**config.mk**
```make
export PLATFORM = sky130hd
export DESIGN_NAME = player_motion
export DESIGN_NICKNAME = d
export VERILOG_FILES = /design/src/rtl/player_motion.sv
export SDC_FILE = /design/constraint.sdc
export NUM_CORES = 1
export LEC_CHECK = 0
export CORE_MARGIN = 2
export CORE_UTILIZATION = 40
export CTS_CLUSTER_DIAMETER = 200
export CTS_CLUSTER_SIZE = 10
export DETAILED_ROUTE_END_ITERATION = 8
export PLACE_DENSITY = 0.67
export SLEW_MARGIN = 20
export SYNTH_ARGS = -nofsm -noshare
export SYNTH_HDL_FRONTEND = slang
export SYNTH_SLANG_ARGS = --single-unit
```
**constraint.sdc**
```tcl
create_clock -name Clk -period 3.25 [get_ports Clk]
set_input_delay 0.4875 -clock Clk [delete_from_list [all_inputs] [get_ports Clk]]
set_output_delay 0.4875 -clock Clk [all_outputs]
set_load 0.01 [all_outputs]
```
**src/rtl/player_motion.sv**
```systemverilog
// Frame-rate player kinematics: horizontal steering with screen wrap, gravity,
// platform bounce and floor loss detection. All state advances on frame_tick while Run is high.
module player_motion #(
    parameter int X_START  = 320,
    parameter int Y_START  = 400,
    parameter int GRAVITY  = 1,
    parameter int JUMP_VEL = 12,
    parameter int MAX_FALL = 12,
    parameter int X_STEP   = 3,
    parameter int X_MAX    = 639,
    parameter int Y_TOP    = 32,
    parameter int Y_FLOOR  = 479
) (
    input  logic              Clk,
    input  logic              Reset,
    input  logic              Run,
    input  logic              frame_tick,
    input  logic              key_left,
    input  logic              key_right,
    input  logic              platform_hit,
    output logic [9:0]        PlayerX,
    output logic [9:0]        PlayerY,
    output logic signed [7:0] VelY,
    output logic              Bounce,
    output logic              Fell
);

    localparam logic [1:0] IDLE    = 2'd0;
    localparam logic [1:0] RISING  = 2'd1;
    localparam logic [1:0] FALLING = 2'd2;
    localparam logic [1:0] DEAD    = 2'd3;

    localparam logic [9:0]         X_START_U  = 10'(X_START);
    localparam logic [9:0]         Y_START_U  = 10'(Y_START);
    localparam logic [9:0]         X_STEP_U   = 10'(X_STEP);
    localparam logic [9:0]         X_MAX_U    = 10'(X_MAX);
    localparam logic [9:0]         X_WIDTH_U  = 10'(X_MAX + 1);
    localparam logic [9:0]         Y_TOP_U    = 10'(Y_TOP);
    localparam logic [9:0]         Y_FLOOR_U  = 10'(Y_FLOOR);
    localparam logic signed [10:0] Y_TOP_S    = 11'(Y_TOP);
    localparam logic signed [10:0] Y_FLOOR_S  = 11'(Y_FLOOR);
    localparam logic signed [8:0]  GRAVITY_S  = 9'(GRAVITY);
    localparam logic signed [8:0]  MAX_FALL_S = 9'(MAX_FALL);
    localparam logic signed [7:0]  MAX_FALL_B = 8'(MAX_FALL);
    localparam logic signed [7:0]  LAUNCH_VEL = 8'(-JUMP_VEL);

    logic [1:0]        state_reg, state_next;
    logic [9:0]        x_reg, x_next;
    logic [9:0]        y_reg, y_next;
    logic signed [7:0] vel_reg, vel_next;
    logic              bounce_reg, bounce_next;
    logic              fell_reg, fell_next;

    logic              update;
    logic signed [10:0] y_sum;
    logic signed [8:0] vel_inc;
    logic signed [7:0] vel_sat;
    logic [9:0]        x_left, x_right, x_move;

    assign update = frame_tick & Run;

    // Position sum uses the pre-update velocity; gravity is applied afterwards.
    assign y_sum   = $signed({1'b0, y_reg}) + $signed({{3{vel_reg[7]}}, vel_reg});
    assign vel_inc = $signed({vel_reg[7], vel_reg}) + GRAVITY_S;
    assign vel_sat = (vel_inc > MAX_FALL_S) ? MAX_FALL_B : vel_inc[7:0];

    // Wrap arithmetic stays inside 10 bits: worst case is X_MAX + X_STEP.
    assign x_left  = (x_reg < X_STEP_U) ? (x_reg + X_WIDTH_U - X_STEP_U) : (x_reg - X_STEP_U);
    assign x_right = ((x_reg + X_STEP_U) > X_MAX_U) ? (x_reg + X_STEP_U - X_WIDTH_U)
                                                    : (x_reg + X_STEP_U);

    always_comb begin
        x_move = x_reg;
        case ({key_left, key_right})
            2'b10:   x_move = x_left;
            2'b01:   x_move = x_right;
            default: x_move = x_reg;
        endcase
    end

    always_comb begin
        state_next  = state_reg;
        x_next      = x_reg;
        y_next      = y_reg;
        vel_next    = vel_reg;
        bounce_next = 1'b0;
        fell_next   = fell_reg;
        case (state_reg)
            IDLE: begin
                if (update) begin
                    vel_next   = LAUNCH_VEL;
                    state_next = RISING;
                end
            end
            RISING, FALLING: begin
                if (update) begin
                    x_next = x_move;
                    // A bounce takes priority over the floor: the foot landed first.
                    if (state_reg == FALLING && platform_hit) begin
                        vel_next    = LAUNCH_VEL;
                        bounce_next = 1'b1;
                        state_next  = RISING;
                    end else if (y_sum >= Y_FLOOR_S) begin
                        y_next     = Y_FLOOR_U;
                        vel_next   = 8'sd0;
                        fell_next  = 1'b1;
                        state_next = DEAD;
                    end else begin
                        y_next     = (y_sum < Y_TOP_S) ? Y_TOP_U : y_sum[9:0];
                        vel_next   = vel_sat;
                        state_next = vel_sat[7] ? RISING : FALLING;
                    end
                end
            end
            default: begin
                fell_next = 1'b1;
            end
        endcase
    end

    always_ff @(posedge Clk) begin
        if (Reset) begin
            state_reg  <= IDLE;
            x_reg      <= X_START_U;
            y_reg      <= Y_START_U;
            vel_reg    <= 8'sd0;
            bounce_reg <= 1'b0;
            fell_reg   <= 1'b0;
        end else begin
            state_reg  <= state_next;
            x_reg      <= x_next;
            y_reg      <= y_next;
            vel_reg    <= vel_next;
            bounce_reg <= bounce_next;
            fell_reg   <= fell_next;
        end
    end

    assign PlayerX = x_reg;
    assign PlayerY = y_reg;
    assign VelY    = vel_reg;
    assign Bounce  = bounce_reg;
    assign Fell    = fell_reg;

endmodule

```
==> impl_metrics.yaml, run 1 <==
status:
  status: "completed"
power:
  p_per_area_mw_per_mm2: 345.4
  peakVddDrop_v: 0.0002411
  p_leak_uw: 0.001109
clock_network:
  path_clk_slew_ps: 70
  numCtsBuffers: 5
  cts_max_level: 2
  clockRootBuffer: "clkbuf_8"
  cts_buffer_depth: 2
  cts_tree: "done"
  clk_latency_ps: 280
  cts.sinks: 32
  cts_hold_buf: 0
placement:
  dp_hpwl_um: 4752
  gp_congestion: 0.8900
  dpl_cell_area_mm2: 0.002918
  dpl_worst_slack_ps: 209.4
  port_buffers: 36
setup_path:
  cp.depth: 10
  critPathSlowestCell: "fa_1"
  reg2reg_depth: 10
  end_kind: "flop"
  cp_num_buf_inv: 1
  reg2reg_from: "VelY[0]"
  path_common_cell: "o31a_1"
  cp_max_fo: 8
  cpPeakStageDelay_ps: 410
  reg2reg_slack_ps: 180
  cp-start-kind: "flop"
  critical_path_class: "reg2reg"
  reg2reg_to: "VelY[5]"
  arrival_ps: 3230
  crit_required_ps: 3420
  cp_top_family: "compound AO/OA/AOI/OAI gates"
  cp_cell_sequence: "ha_1 > fa_1 > a211oi_1 > o31a_1 > o2bb2ai_1 > xor2_2 > o31a_1 > o31ai_2 > buf_4 > nor3_1"
logic_synthesis:
  ys_types: 63
  synth_seq_cells: 32
  synth-edff-count: 0
  ys.flop_type: "dfxtp_1"
  synth_fp_nets: 343
  netlist_area_mm2: 0.002427
  synth_warnings: 0
  ys_seq_area_share_pct: 26.39
  ys_async_sr_fraction_pct: 0
  syn_avg_cell_area_um2: 7.657
  synthCells: 317
floorplanning:
  coreArea_mm2: 0.005886
  dieArea_mm2: 0.006708
  die_y_um: 81.90
  fp-row-count: 28
  fp.dieW_um: 81.90
  io_pins: 37
  initial_core_util_pct: 41.24
worst_hold_path:
  hold_end: "Fell"
  hp-class: "reg2reg"
  hp-start: "Fell"
  whs_path_depth: 2
sta:
  maxSlewHeadroom_pct: 40.51
  slew_viol_final: 0
  setup_viol: 0
  period_share_pct: 94.36
  max_freq_mhz: 326.1
  layout_setup_ws_ps: 183.3
  min_period_ps: 3067
  rsz0062_at_grt: "no"
  report.final.hold_viol_count: 0
  finalClockSkew_ps: 8.287
  finalSetupTns_ps: 0
  hold_slack_ps: 480.6
  tightestPinTransition_ps: 888.5
route:
  routed_wl_um: 6503
  drtIter0Drc: 136
  routedWlPerCell_um: 14.95
  m1WireLength_um: 3210
  drtPass1Iterations: 4
  route.detailed.drc: 0
  top_layer_used: "met4"
  ant_nets: 0
  vias_per_cell: 5.766
  via_count: 2508
  wl_met3_um: 385
  dr_wl_met2_um: 2797
grt:
  gr-total-overflow: 0
  track_usage_pct: 20.80
  grt_pass1_wl_um: 10970
  grt_max_degree: 20
  grt_pass1_vias: 2274
  antenna_found_initial: 0
layout:
  final_common_cell: "nor2_1"
  antennaDiodeCount: 0
  mostFrequentLayoutCells: "nor2_1 (38), clkdlybuf4s50_1 (36), dfxtp_1 (32)"
  final_nets: 385
  final_cell_area_mm2: 0.003024
  drive_gt1_share_pct: 6.944
  areaGrowthSynthToFinish_pct: 24.59
job:
  max_cap_viol_count: 0
-- layout make-up --
cell class | count | area (um^2)
fill | 563 | 2861
multi-input combinational | 261 | 1712
sequential | 32 | 640.6
timing repair buffer | 47 | 442.9
tap | 75 | 93.84
clock buffer | 8 | 90.09
inverter | 12 | 45.04
-- repair_timing --
action	in CTS	in global routing
setup buffers	0	0
resized for setup	0	2
setup endpoints to repair	0	3
endpoints found under the hold margin	0	0
-- worst max-delay path by stage --
stage             from          to
2_1_floorplan  VelY[0]  PlayerY[4]
3_3_place_gp   VelY[0]  PlayerY[4]
3_5_place_dp   VelY[0]  PlayerY[4]
4_1_cts        VelY[0]  PlayerY[4]
5_1_grt        VelY[1]     VelY[4]
6_report       VelY[0]     VelY[5]
-- power breakdown --
part           internal, uW  leakage (uW)  switching, uW
Sequential              410      0.000260           20.9
Clock                   173     0.0000455            143
Combinational           126      0.000803            173
Total                   708       0.00111            337
-- worst min-delay path, delay by kind of cell, from the launching register on --
| family | cells | cell delay, ps |
|---|---|---|
| flops | 1 | 310 |
| compound gates | 1 | 60 |
| buf+inv | 1 | 70 |
-- kinds of logic (layout without fill, tap and decap cells) --
group / Yosys count / count (layout) / synth area share (%)
compound gates: 100 / 100 / 28.25
flops: 32 / 32 / 26.39
xor+xnor: 14 / 14 / 5.052
simple gates: 127 / 127 / 26.03
buf+inv: 24 / 67 / 3.763
mux: 1 / 1 / 0.4124
fa+ha+maj: 19 / 19 / 10.10
-- synthesized netlist by cell type (3+ instances only) --
cell type | count | share of area (%)
nor2b_1 | 4 | 1.0
nor3_1 | 11 | 2.3
and3_1 | 6 | 1.5
or4_1 | 4 | 1.2
inv_1 | 12 | 1.9
dfxtp_1 | 32 | 26
o211ai_1 | 4 | 1.2
ha_1 | 18 | 9.3
nand2_1 | 30 | 4.6
a31oi_1 | 4 | 1.0
nor2_1 | 38 | 5.9
nand3_1 | 11 | 2.3
xor2_1 | 8 | 2.9
o21ai_0 | 17 | 3.5
a21oi_1 | 30 | 6.2
a211o_1 | 3 | 1.1
nand2b_1 | 3 | 0.77
a211oi_1 | 5 | 1.5
xnor2_1 | 6 | 2.2
o31ai_1 | 5 | 1.5
clkbuf_1 | 10 | 1.5
-- per-layer routing --
metal,global-route usage (%),up-vias
li1,-,1264
met1,30.18,1150
met2,30.33,81
met3,4.066,13
met4,7.333,0
met5,0,-
-- stage by stage --
stage | util [%] | total power [uW] | instances
final | 51.38 | 1045 | 435
after global routing | 51.38 | 1104 | 435
after CTS | 51.11 | 1044 | 435
after detailed placement | 49.57 | 726.1 | 427
after global placement | 49.57 | 722.9 | 427
after floorplan | - | 629.7 | 317
No activity file was read; power rests on OpenSTA's default activity.
==> run 2: changes to the inputs <==
Settings changed: ABC_CLOCK_PERIOD_IN_PS set to 3250.
==> results of run 2 <==
Same layout as run 1: the final DEF is identical, and so are final timing and power.
==> run 3: changes to the inputs <==
Settings changed: PLACE_DENSITY 0.67 to 0.72.
==> run 3 against run 2 <==
Compared with the run above:
- clock power up 3%
- worst setup slack better by 96 ps
- first-iteration DRC count up 24%
- final area unchanged
- sequential share of layout area unchanged
==> impl_metrics.yaml, run 3 (same netlist as run 1, synthesis figures left out) <==
route:
  drtPass1Iterations: 5
  via_count: 2493
  routedWlPerCell_um: 14.55
  ant_nets: 0
  routed_wl_um: 6301
  drtIter0Drc: 168
  route.detailed.drc: 0
  vias_per_cell: 5.758
grt:
  track_usage_pct: 19.47
  antenna_found_initial: 0
  grt_max_degree: 20
  grt_pass1_wl_um: 10220
  grt_pass1_vias: 2106
  gr-total-overflow: 0
worst_hold_path:
  whs_path_depth: 2
  hp-class: "reg2reg"
clock_network:
  clockRootBuffer: "clkbuf_8"
  cts.sinks: 32
  post_cts_buffers: 0
  path_clk_slew_ps: 60
  cts_max_level: 2
  cts_tree: "done"
  clk_latency_ps: 280
  cts_buffer_depth: 2
  numCtsBuffers: 5
job:
  max_cap_viol_count: 0
floorplanning:
  coreArea_mm2: 0.005886
  dieArea_mm2: 0.006708
  fp-row-count: 28
  initial_core_util_pct: 41.24
  die_y_um: 81.90
  io_pins: 37
  fp.dieW_um: 81.90
status:
  status: "completed"
sta:
  finalSetupTns_ps: 0
  hold_slack_ps: 472.9
  setup_viol: 0
  finalClockSkew_ps: 5.081
  slew_viol_final: 0
  rsz0062_at_grt: "no"
  max_freq_mhz: 336.6
  min_period_ps: 2971
  layout_setup_ws_ps: 279.3
  maxSlewHeadroom_pct: 44.24
  tightestPinTransition_ps: 832.8
  period_share_pct: 91.41
  report.final.hold_viol_count: 0
placement:
  dp_hpwl_um: 4689
  gp_congestion: 0.8961
  port_buffers: 36
  dpl_worst_slack_ps: 222.9
setup_path:
  critPathSlowestCell: "dfxtp_1"
  arrival_ps: 3140
  reg2reg_depth: 8
  cp_max_fo: 8
  end_kind: "flop"
  cp.depth: 8
  cp-start-kind: "flop"
  crit_required_ps: 3420
  critical_path_class: "reg2reg"
  cp_cell_sequence: "ha_1 > a211oi_2 > o211ai_1 > and2_1 > a311oi_2 > a41oi_1 > and3_1 > a211o_1"
  cpPeakStageDelay_ps: 520
  cp_num_buf_inv: 0
  cp_top_family: "compound AO/OA/AOI/OAI gates"
power:
  p_per_area_mw_per_mm2: 348.2
  p_leak_uw: 0.001110
  peakVddDrop_v: 0.0002174
  power_uw: 1053
layout:
  final_util_pct: 51.38
  areaGrowthSynthToFinish_pct: 24.59
  antennaDiodeCount: 0
  final_common_cell: "nor2_1"
  mostFrequentLayoutCells: "nor2_1 (38), clkdlybuf4s50_1 (36), dfxtp_1 (32)"
  final_nets: 384
  drive_gt1_share_pct: 6.983
-- run 3: cell types whose count changed in the layout (fill, tap and decap cells not counted), sizes merged --
cell	before	now
clkbuf	8	7
buf	11	10
-- run 3: final timing paths --
check / end / slack (ps) / from
setup / recovery: PlayerY[4] / 280 / VelY[1]
hold / removal: state_reg[1] / 470 / state_reg[1]
setup reg to reg: PlayerY[4] / 280 / VelY[1]
hold reg to reg: state_reg[1] / 470 / state_reg[1]
-- run 3: area by class of cell --
cell class              count  area [um^2]
multi-input cells         261         1713
clock buffers               7        96.34
repair buffers             46        435.4
well taps                  75        93.84
flip-flops and latches     32        640.6
inverters                  12        45.04
fillers                   545         2861
-- run 3: layer usage --
metal / global-route usage, % / up-vias / wire length [um]
li1: - / 1271 / -
met1: 27.87 / 1121 / 3019
met2: 28.62 / 91 / 2748
met3: 3.626 / 10 / 400
met4: 7.667 / 0 / 133
met5: 0 / - / 0
-- run 3: metrics by stage --
stage          instance area, um^2  std cells
2_1_floorplan                 2427        317
3_3_place_gp                  2910        426
3_5_place_dp                  2910        426
4_1_cts                       3007        433
5_1_grt                       3024        433
6_report                      3024        433
-- run 3: repair_timing --
| item | in CTS | in global routing |
|---|---|---|
| gates resized for setup | 0 | 3 |
| hold buffers | 0 | 0 |
| hold endpoints to repair | 0 | 0 |
| setup endpoints to repair | 0 | 11 |
-- run 3: power by group --
group	total (uW)	internal, uW	switching, uW
combinational	299	127	172
clock	323	188	135
sequential	431	410	21.5
total	1050	725	328
-- run 3: tightest hold or removal path, cell delays in order (launching register included) --
cell	delay (ps)
dfxtp_1	320
nand2_1	50
a21oi_1	50
